File: src/rtl/jtvigil_romarb.sv
// Three-channel ROM fetch arbiter with a one-word cache per channel, sharing one SDRAM port.
// Optional macro JTVIGIL_ROMARB_RR_EN selects round-robin instead of fixed obj > scr2 > scr1 priority.
module jtvigil_romarb #(
    parameter logic [21:0] SCR1_OFFSET = 22'h00000,
    parameter logic [21:0] SCR2_OFFSET = 22'h10000,
    parameter logic [21:0] OBJ_OFFSET  = 22'h30000
) (
    input  logic        clk,
    input  logic        rst_n,
    input  logic        scr1_cs,
    input  logic [16:0] scr1_addr,
    output logic        scr1_ok,
    output logic [31:0] scr1_data,
    input  logic        scr2_cs,
    input  logic [17:0] scr2_addr,
    output logic        scr2_ok,
    output logic [31:0] scr2_data,
    input  logic        obj_cs,
    input  logic [17:0] obj_addr,
    output logic        obj_ok,
    output logic [31:0] obj_data,
    output logic        sdram_req,
    output logic [21:0] sdram_addr,
    input  logic        sdram_ack,
    input  logic        sdram_dok,
    input  logic [31:0] sdram_din
);
    // Handshake: sdram_req stays high with a stable sdram_addr until a one-cycle
    // sdram_ack; the word then arrives on the one-cycle sdram_dok (may coincide with ack).
    typedef enum logic [1:0] {IDLE, REQ, DATA} state_t;

    localparam logic [1:0] CH_SCR1 = 2'd0;
    localparam logic [1:0] CH_SCR2 = 2'd1;
    localparam logic [1:0] CH_OBJ  = 2'd2;

    state_t      state_q;
    logic [1:0]  sel_q;
    logic [17:0] addr_q;
    logic        req_q;
    logic [21:0] req_addr_q;

    logic        v1_q, v2_q, vo_q;
    logic [16:0] tag1_q;
    logic [17:0] tag2_q, tago_q;
    logic [31:0] d1_q, d2_q, do_q;

    logic        hit1, hit2, hito;
    logic [2:0]  pend;
    logic [1:0]  sel_d;
    logic [17:0] addr_d;
    logic [21:0] off_d;
    logic [21:0] req_addr_d;
    logic        fill;

    assign hit1 = v1_q & (tag1_q == scr1_addr);
    assign hit2 = v2_q & (tag2_q == scr2_addr);
    assign hito = vo_q & (tago_q == obj_addr);

    assign scr1_ok   = scr1_cs & hit1;
    assign scr2_ok   = scr2_cs & hit2;
    assign obj_ok    = obj_cs  & hito;
    assign scr1_data = d1_q;
    assign scr2_data = d2_q;
    assign obj_data  = do_q;
    assign sdram_req  = req_q;
    assign sdram_addr = req_addr_q;

    assign pend = {obj_cs & ~hito, scr2_cs & ~hit2, scr1_cs & ~hit1};

`ifdef JTVIGIL_ROMARB_RR_EN
    logic [1:0] last_q;
    logic       found;

    // Search starts just after the channel served last, wrapping scr1 -> scr2 -> obj.
    always_comb begin
        sel_d = CH_SCR1;
        found = 1'b0;
        for (int k = 1; k <= 3; k++) begin
            if (!found && pend[(int'(last_q) + k) % 3]) begin
                sel_d = 2'((int'(last_q) + k) % 3);
                found = 1'b1;
            end
        end
    end
`else
    always_comb begin
        if (pend[2])      sel_d = CH_OBJ;
        else if (pend[1]) sel_d = CH_SCR2;
        else              sel_d = CH_SCR1;
    end
`endif

    always_comb begin
        case (sel_d)
            CH_SCR1: begin addr_d = {1'b0, scr1_addr}; off_d = SCR1_OFFSET; end
            CH_SCR2: begin addr_d = scr2_addr;         off_d = SCR2_OFFSET; end
            default: begin addr_d = obj_addr;          off_d = OBJ_OFFSET;  end
        endcase
        req_addr_d = off_d + {4'b0000, addr_d};
    end

    assign fill = ((state_q == REQ) & sdram_ack & sdram_dok) |
                  ((state_q == DATA) & sdram_dok);

    always_ff @(posedge clk) begin
        if (!rst_n) begin
            state_q    <= IDLE;
            sel_q      <= CH_SCR1;
            addr_q     <= '0;
            req_q      <= 1'b0;
            req_addr_q <= '0;
            v1_q <= 1'b0; v2_q <= 1'b0; vo_q <= 1'b0;
            tag1_q <= '0; tag2_q <= '0; tago_q <= '0;
            d1_q <= '0;   d2_q <= '0;   do_q <= '0;
`ifdef JTVIGIL_ROMARB_RR_EN
            last_q <= CH_OBJ;
`endif
        end else begin
            case (state_q)
                IDLE: begin
                    if (|pend) begin
                        sel_q      <= sel_d;
                        addr_q     <= addr_d;
                        req_addr_q <= req_addr_d;
                        req_q      <= 1'b1;
                        state_q    <= REQ;
`ifdef JTVIGIL_ROMARB_RR_EN
                        last_q     <= sel_d;
`endif
                    end
                end
                REQ: begin
                    if (sdram_ack) begin
                        req_q   <= 1'b0;
                        state_q <= sdram_dok ? IDLE : DATA;
                    end
                end
                DATA: begin
                    if (sdram_dok) state_q <= IDLE;
                end
                default: state_q <= IDLE;
            endcase

            // Only the latched channel is refilled, with the latched address as its tag.
            if (fill) begin
                case (sel_q)
                    CH_SCR1: begin v1_q <= 1'b1; tag1_q <= addr_q[16:0]; d1_q <= sdram_din; end
                    CH_SCR2: begin v2_q <= 1'b1; tag2_q <= addr_q;       d2_q <= sdram_din; end
                    default: begin vo_q <= 1'b1; tago_q <= addr_q;       do_q <= sdram_din; end
                endcase
            end
        end
    end
endmodule
File: config.mk
export PLATFORM = sky130hd
export DESIGN_NAME = jtvigil_romarb
export DESIGN_NICKNAME = d
export VERILOG_FILES = /design/src/rtl/jtvigil_romarb.sv
export SDC_FILE = /design/constraint.sdc
export NUM_CORES = 1
export LEC_CHECK = 0
export ABC_AREA = 1
export CORE_UTILIZATION = 39
export DETAILED_ROUTE_END_ITERATION = 10
export GPL_ROUTABILITY_DRIVEN = 0
export HOLD_SLACK_MARGIN = 0.05
export PLACE_DENSITY_LB_ADDON = 0.25
export SKIP_CTS_REPAIR_TIMING = 1
export SYNTH_ARGS = -nofsm -noshare
export SYNTH_HDL_FRONTEND = slang
export SYNTH_SLANG_ARGS = --single-unit
File: constraint.sdc
create_clock -name clk -period 1.9 [get_ports clk]
set_clock_uncertainty 0.1 [all_clocks]
set_input_delay 0.38 -clock clk [delete_from_list [all_inputs] [get_ports clk]]
set_output_delay 0.38 -clock clk [all_outputs]
set_load 0.01 [all_outputs]
# After elaboration in Yosys (flattened, before gate mapping)
# Cells that the tools add are included.
[totals]
wordCells = 66
inputBits = 92
out_inout_bits = 122
regBits = 197
[op_classes]
eq_ne = 10
reduce_logical = 12
add_sub_neg = 1
bitwise_logic = 17
muxes = 12
[ops]
columns = ["op", "count"]
rows = [
  ["case mux 18 bit (2 select lines)", 2],
  ["equality test 18 bit", 2],
  ["adder 22 x 18 -> 22 bit", 1],
  ["equality test 17 bit", 1],
  ["bitwise AND 1 bit", 12],
  ["2-to-1 mux 2 bit", 5],
  ["AND reduction 2 bit", 4],
  ["equality test 2 x 1 -> 1 bit, second input constant", 3],
  ["zero test 2 bit", 3],
  ["inequality test 2 bit, second input constant", 3],
  ["case mux 2 bit (3 select lines)", 1],
  ["AND reduction 3 bit", 2],
  ["NOT 1 bit", 4],
  ["2-to-1 mux 1 bit", 3],
  ["OR reduction 3 bit", 1],
  ["equality test 2 bit, second input constant", 1],
  ["case mux 1 bit (2 select lines)", 1],
  ["nonzero test 2 bit", 1],
  ["OR reduction 2 bit", 1],
  ["OR 1 bit", 1],
]

# Logic depth before layout (Yosys ltp)
[depth]
ltp_word = 9
mapped_depth = 18
ltp_nobuf = 18

# Worst setup path after synthesis
# No wires, ideal clock.
[synth_timing]
path_kind = "input-to-reg"
from = "input obj_addr[3]"
to = "register req_addr_q[17], in the netlist sdram_addr[17]"
n_path_buf = 1
required_ns = 1.687
setup_slack_ns = -0.164
cell_stages = 16
setup_time_ns = 0.113
arrival_ns = 1.851
path_cell_list = "inv_1 > nand2_1 > nand2_1 > nor2_1 > nand2_1 > nor2_1 > nand3_2 > nand2_2 > buf_6 > nand3_1 > nand3_1 > inv_1 > ha_1 > ha_1 > o21ai_1 > nor2_1"
[synth_between]
elab_chain_len = 8
elab_cells_between_ends = 12
cone_classes = "add/sub: 1; eq/ne: 2; mux: 3; bitwise: 3; reduce/logical: 3"
[synth_rtl]
columns = ["item", "line_no", "rtl"]
rows = [
  ["start: declaration", "19", "input logic [17:0] obj_addr,"],
  ["equality test 18 bit (*)", "57", "assign hito = vo_q & (tago_q == obj_addr);"],
  ["bitwise AND 1 bit (*)", "57", ""],
  ["NOT 1 bit (*)", "68", "assign pend = {obj_cs & ~hito, scr2_cs & ~hit2, scr1_cs & ~hit1};"],
  ["bitwise AND 1 bit (*)", "68", ""],
  ["2-to-1 mux 2 bit (*)", "87", "if (pend[2]) sel_d = CH_OBJ;"],
  ["equality test 2 x 1 -> 1 bit or zero test 2 bit (tied branches)", "94", "case (sel_d)"],
  ["case mux 18 bit (2 select lines) (*)", "94", ""],
  ["net addr_d[16]", "50", "logic [17:0] addr_d;"],
  ["adder 22 x 18 -> 22 bit (*)", "99", "req_addr_d = off_d + {4'b0000, addr_d};"],
  ["net req_addr_d[17]", "52", "logic [21:0] req_addr_d;"],
  ["end signal: assignment", "124", "req_addr_q <= req_addr_d;"],
  ["end: declaration", "40", "logic [21:0] req_addr_q;"],
]
# The timed path passes the listed nets; every way through them passes the cells marked *.
# A chain may end at the register's enable or synchronous reset.

# Worst setup path after layout
[layout_timing]
from = "input obj_addr[8]"
to = "output obj_ok"
[layout_between]
elab_chain_len = 3
[layout_rtl]
columns = ["item", "line_no", "rtl"]
rows = [
  ["equality test 18 bit", "57", ""],
  ["bitwise AND 1 bit", "57", ""],
  ["bitwise AND 1 bit", "61", "assign obj_ok = obj_cs & hito;"],
  ["end: declaration", "20", "output logic obj_ok,"],
]
# Every way passes these cells.

==> results.cfg <==
[synthesis]
yosys.area.top_type = dfxtp_1
synth_most_common_cell = nor2_1
ys_top_cells_by_area = dfxtp_1 45%, nor2_1 14%, o21ai_0 10%, nand2_1 8.2%, inv_1 4.6%
ys_seq_area_share_pct = 45.3
yosysUniqueCellTypes = 34
synthCells = 1146
synth_top_area_share_pct = 45.3
synth-async-reset-ratio_pct = 0
synth_edf_count = 0
ys.flop_type = dfxtp_1
synth_commonest_cells = 285 x nor2_1, 178 x dfxtp_1, 172 x nand2_1
ys.warnings.count = 0
synth_seq_cells = 178
syn_area_um2 = 7870
syn_area_per_cell_um2 = 6.87

[routing]
drt_iter0_markers = 501
final_antenna_net_count = 0
vias = 8149
drc = 0
wl_per_cell_um = 15.4
routed_wl_mm = 25.7
via_per_inst = 4.87
first_pass_iters = 7

[clock_tree]
htree_levels = 4
clk_path_buf_depth = 2
numCtsBuffers = 17
cts-root-buf = clkbuf_16
numClockSinks = 178
cts_tree = yes
clkSlewWorstSetupHoldPaths_ns = 0.08
clk-insertion-delay-late_ns = 0.43

[floorplanning]
start_util_pct = 40.1
io_pins = 214
core-area_um2 = 19700
die_h_um = 144
die_x_um = 144
fp.dieArea_um2 = 20800
rows = 51

[placed_design]
dp_hpwl_mm = 17.5
port_buffers = 210
dpl-instance-area_um2 = 10700
dp_slack_ns = -0.872

[worst_setup_path]
path_delay_family = buffers and inverters
worstSetupPathType = input pin to output pin
r2r_cells = 12
critPathCaptureType = output pin
cpPeakStageDelay_ns = 0.51
critPathLaunchType = input pin
path_max_fanout = 2
critPathSlowestCell = clkdlybuf4s50_1
path_cells = clkdlybuf4s50_1 > xnor2_1 > nand2_1 > nor2_2 > nand3_4 > nor2_4 > buf_6
cp.buffers_inverters = 2
worst_ep_required_time_ns = 1.42
worst_ep_arrival_time_ns = 1.73
worst-path-stages = 7

[power_and_ir_drop]
p_per_area_nw_per_um2 = 766
p_switching_mw = 2.58
power_frac_comb_pct = 17.2
peakVddDrop_uv = 684
switching_share_pct = 28.1
clockPowerShare_pct = 39.1
power_mw = 9.15
seqPwrFrac_pct = 43.7
p_int_mw = 6.57
p_leak_nw = 5.49

[global_routing]
overflow = 0
grt_pass1_wl_mm = 38.5
grt_pass1_vias = 7555
grt_max_degree = 80
antenna_found_initial = 0
grt.total_usage_pct = 24.3

[sta]
min_period_ns = 2.21
setup_violations = 28
max_freq_mhz = 452
final_max_slew_viol_count = 0
fin_crit_sh_pct = 117
finalHoldViolations = 0
fin_ws_ns = -0.315
rsz0062_at_grt = yes

[layout]
diodes = 0
drive_above_1_share_pct = 18.3
area_growth_pct = 51.7
final_nets = 1489
final_area_um2 = 11900
fillers = 1781

[min_path]
worstHoldPathCells = 5
hp-class = input pin to flip-flop

[flow_run]
maxCapViolCount = 0

[status]
failed_checks = negative setup slack
status = finished, violations left
-- cell families after synthesis --
family,synth area share [%]
buf+inv,10.6
flops,45.3
simple gates,27.6
compound gates,15.1
fa+ha+maj,0.318
xor+xnor,1.11
other cells,0.0476
-- power by group through the flow --
stage	combinational, mW	sequential, mW	clock (mW)
after floorplan	0.661	4.08	0
after global placement	1.37	4.07	0
after detailed placement	1.38	4.07	0
after CTS	1.39	3.99	3.67
after global routing	1.72	4.01	3.81
final	1.58	3.99	3.58
-- worst register-to-register path, stage by stage, from the launching register on --
cell and delay [ns]:
dfxtp_1 0.32, xnor2_1 0.21, nand3_1 0.13, nor2_2 0.22, nand3_4 0.15, nand2_4 0.13
nand3_2 0.10, nand3_2 0.09, inv_2 0.05, ha_4 0.16, ha_4 0.23, o21ai_2 0.11
nor2_1 0.04
-- registers in the layout, indices dropped and copies added (netlist names), 2 cells and up --
name / count
addr_q: 18
obj_data: 32
scr1_data: 32
scr2_data: 32
sdram_addr: 3
sel_q: 2
state_q: 2
tag1_q: 17
tag2_q: 18
tago_q: 18
-- layer usage --
layer,vias to the layer above,track usage [%],part of all wire [%]
met3,37,9.07,10
met1,3691,28.9,42
li1,4110,-,-
met2,311,40.7,46
met5,-,0,0
met4,0,7.11,1.8
-- final cells by class --
type | instances | area (um^2) | area share (%)
multi-input combinational | 786 | 3810 | 31.9
clock inverter | 14 | 159 | 1.33
inverter | 105 | 404 | 3.38
tap | 265 | 332 | 2.78
timing repair buffer | 307 | 3210 | 26.9
clock buffer | 18 | 439 | 3.68
sequential | 178 | 3590 | 30.0
-- worst paths after layout --
path	from	endpoint	slack, ns
max	obj_addr[8]	obj_ok	-0.31
max reg2reg	tago_q[14]$_SDFFE_PN0P_	sdram_addr[17]$_SDFFE_PN0P_	-0.24
min reg2reg	tag2_q[8]$_SDFFE_PN0P_	tag2_q[8]$_SDFFE_PN0P_	0.37
min	obj_addr[12]	addr_q[12]$_SDFFE_PN0P_	0.26
-- placed cells by master, fill, tap and decap left out, drive strengths merged --
| cell | synthesis | final |
|---|---|---|
| a211oi | 1 | 1 |
| a21oi | 63 | 63 |
| and2 | 1 | 1 |
| buf | 45 | 97 |
| bufinv | 0 | 1 |
| clkbuf | 34 | 22 |
| clkdlybuf4s50 | 0 | 157 |
| clkinv | 2 | 4 |
| clkinvlp | 0 | 2 |
| conb | 1 | 3 |
| dfxtp | 178 | 178 |
| dlymetal6s2s | 0 | 49 |
| ha | 2 | 2 |
| inv | 103 | 112 |
| nand2 | 177 | 177 |
| nand3 | 64 | 64 |
| nand3b | 1 | 1 |
| nand4 | 1 | 1 |
| nor2 | 288 | 288 |
| nor3 | 1 | 1 |
| o211ai | 3 | 3 |
| o21ai | 166 | 166 |
| o22ai | 1 | 1 |
| or2 | 4 | 4 |
| xnor2 | 9 | 9 |
| xor2 | 1 | 1 |
-- stage by stage --
stage	util [%]	TNS [ns]	hold WS, ns	std cells
after detailed placement	54.6	-53.72	0.363	1631
after floorplan	-	-0.220	0.336	1148
after global routing	60.8	-7.30	0.289	1673
after CTS	57.6	-10.22	0.332	1663
after global placement	54.6	-52.93	0.358	1631
final	60.8	-6.08	0.259	1673
Power figures use the tool's default switching activity.
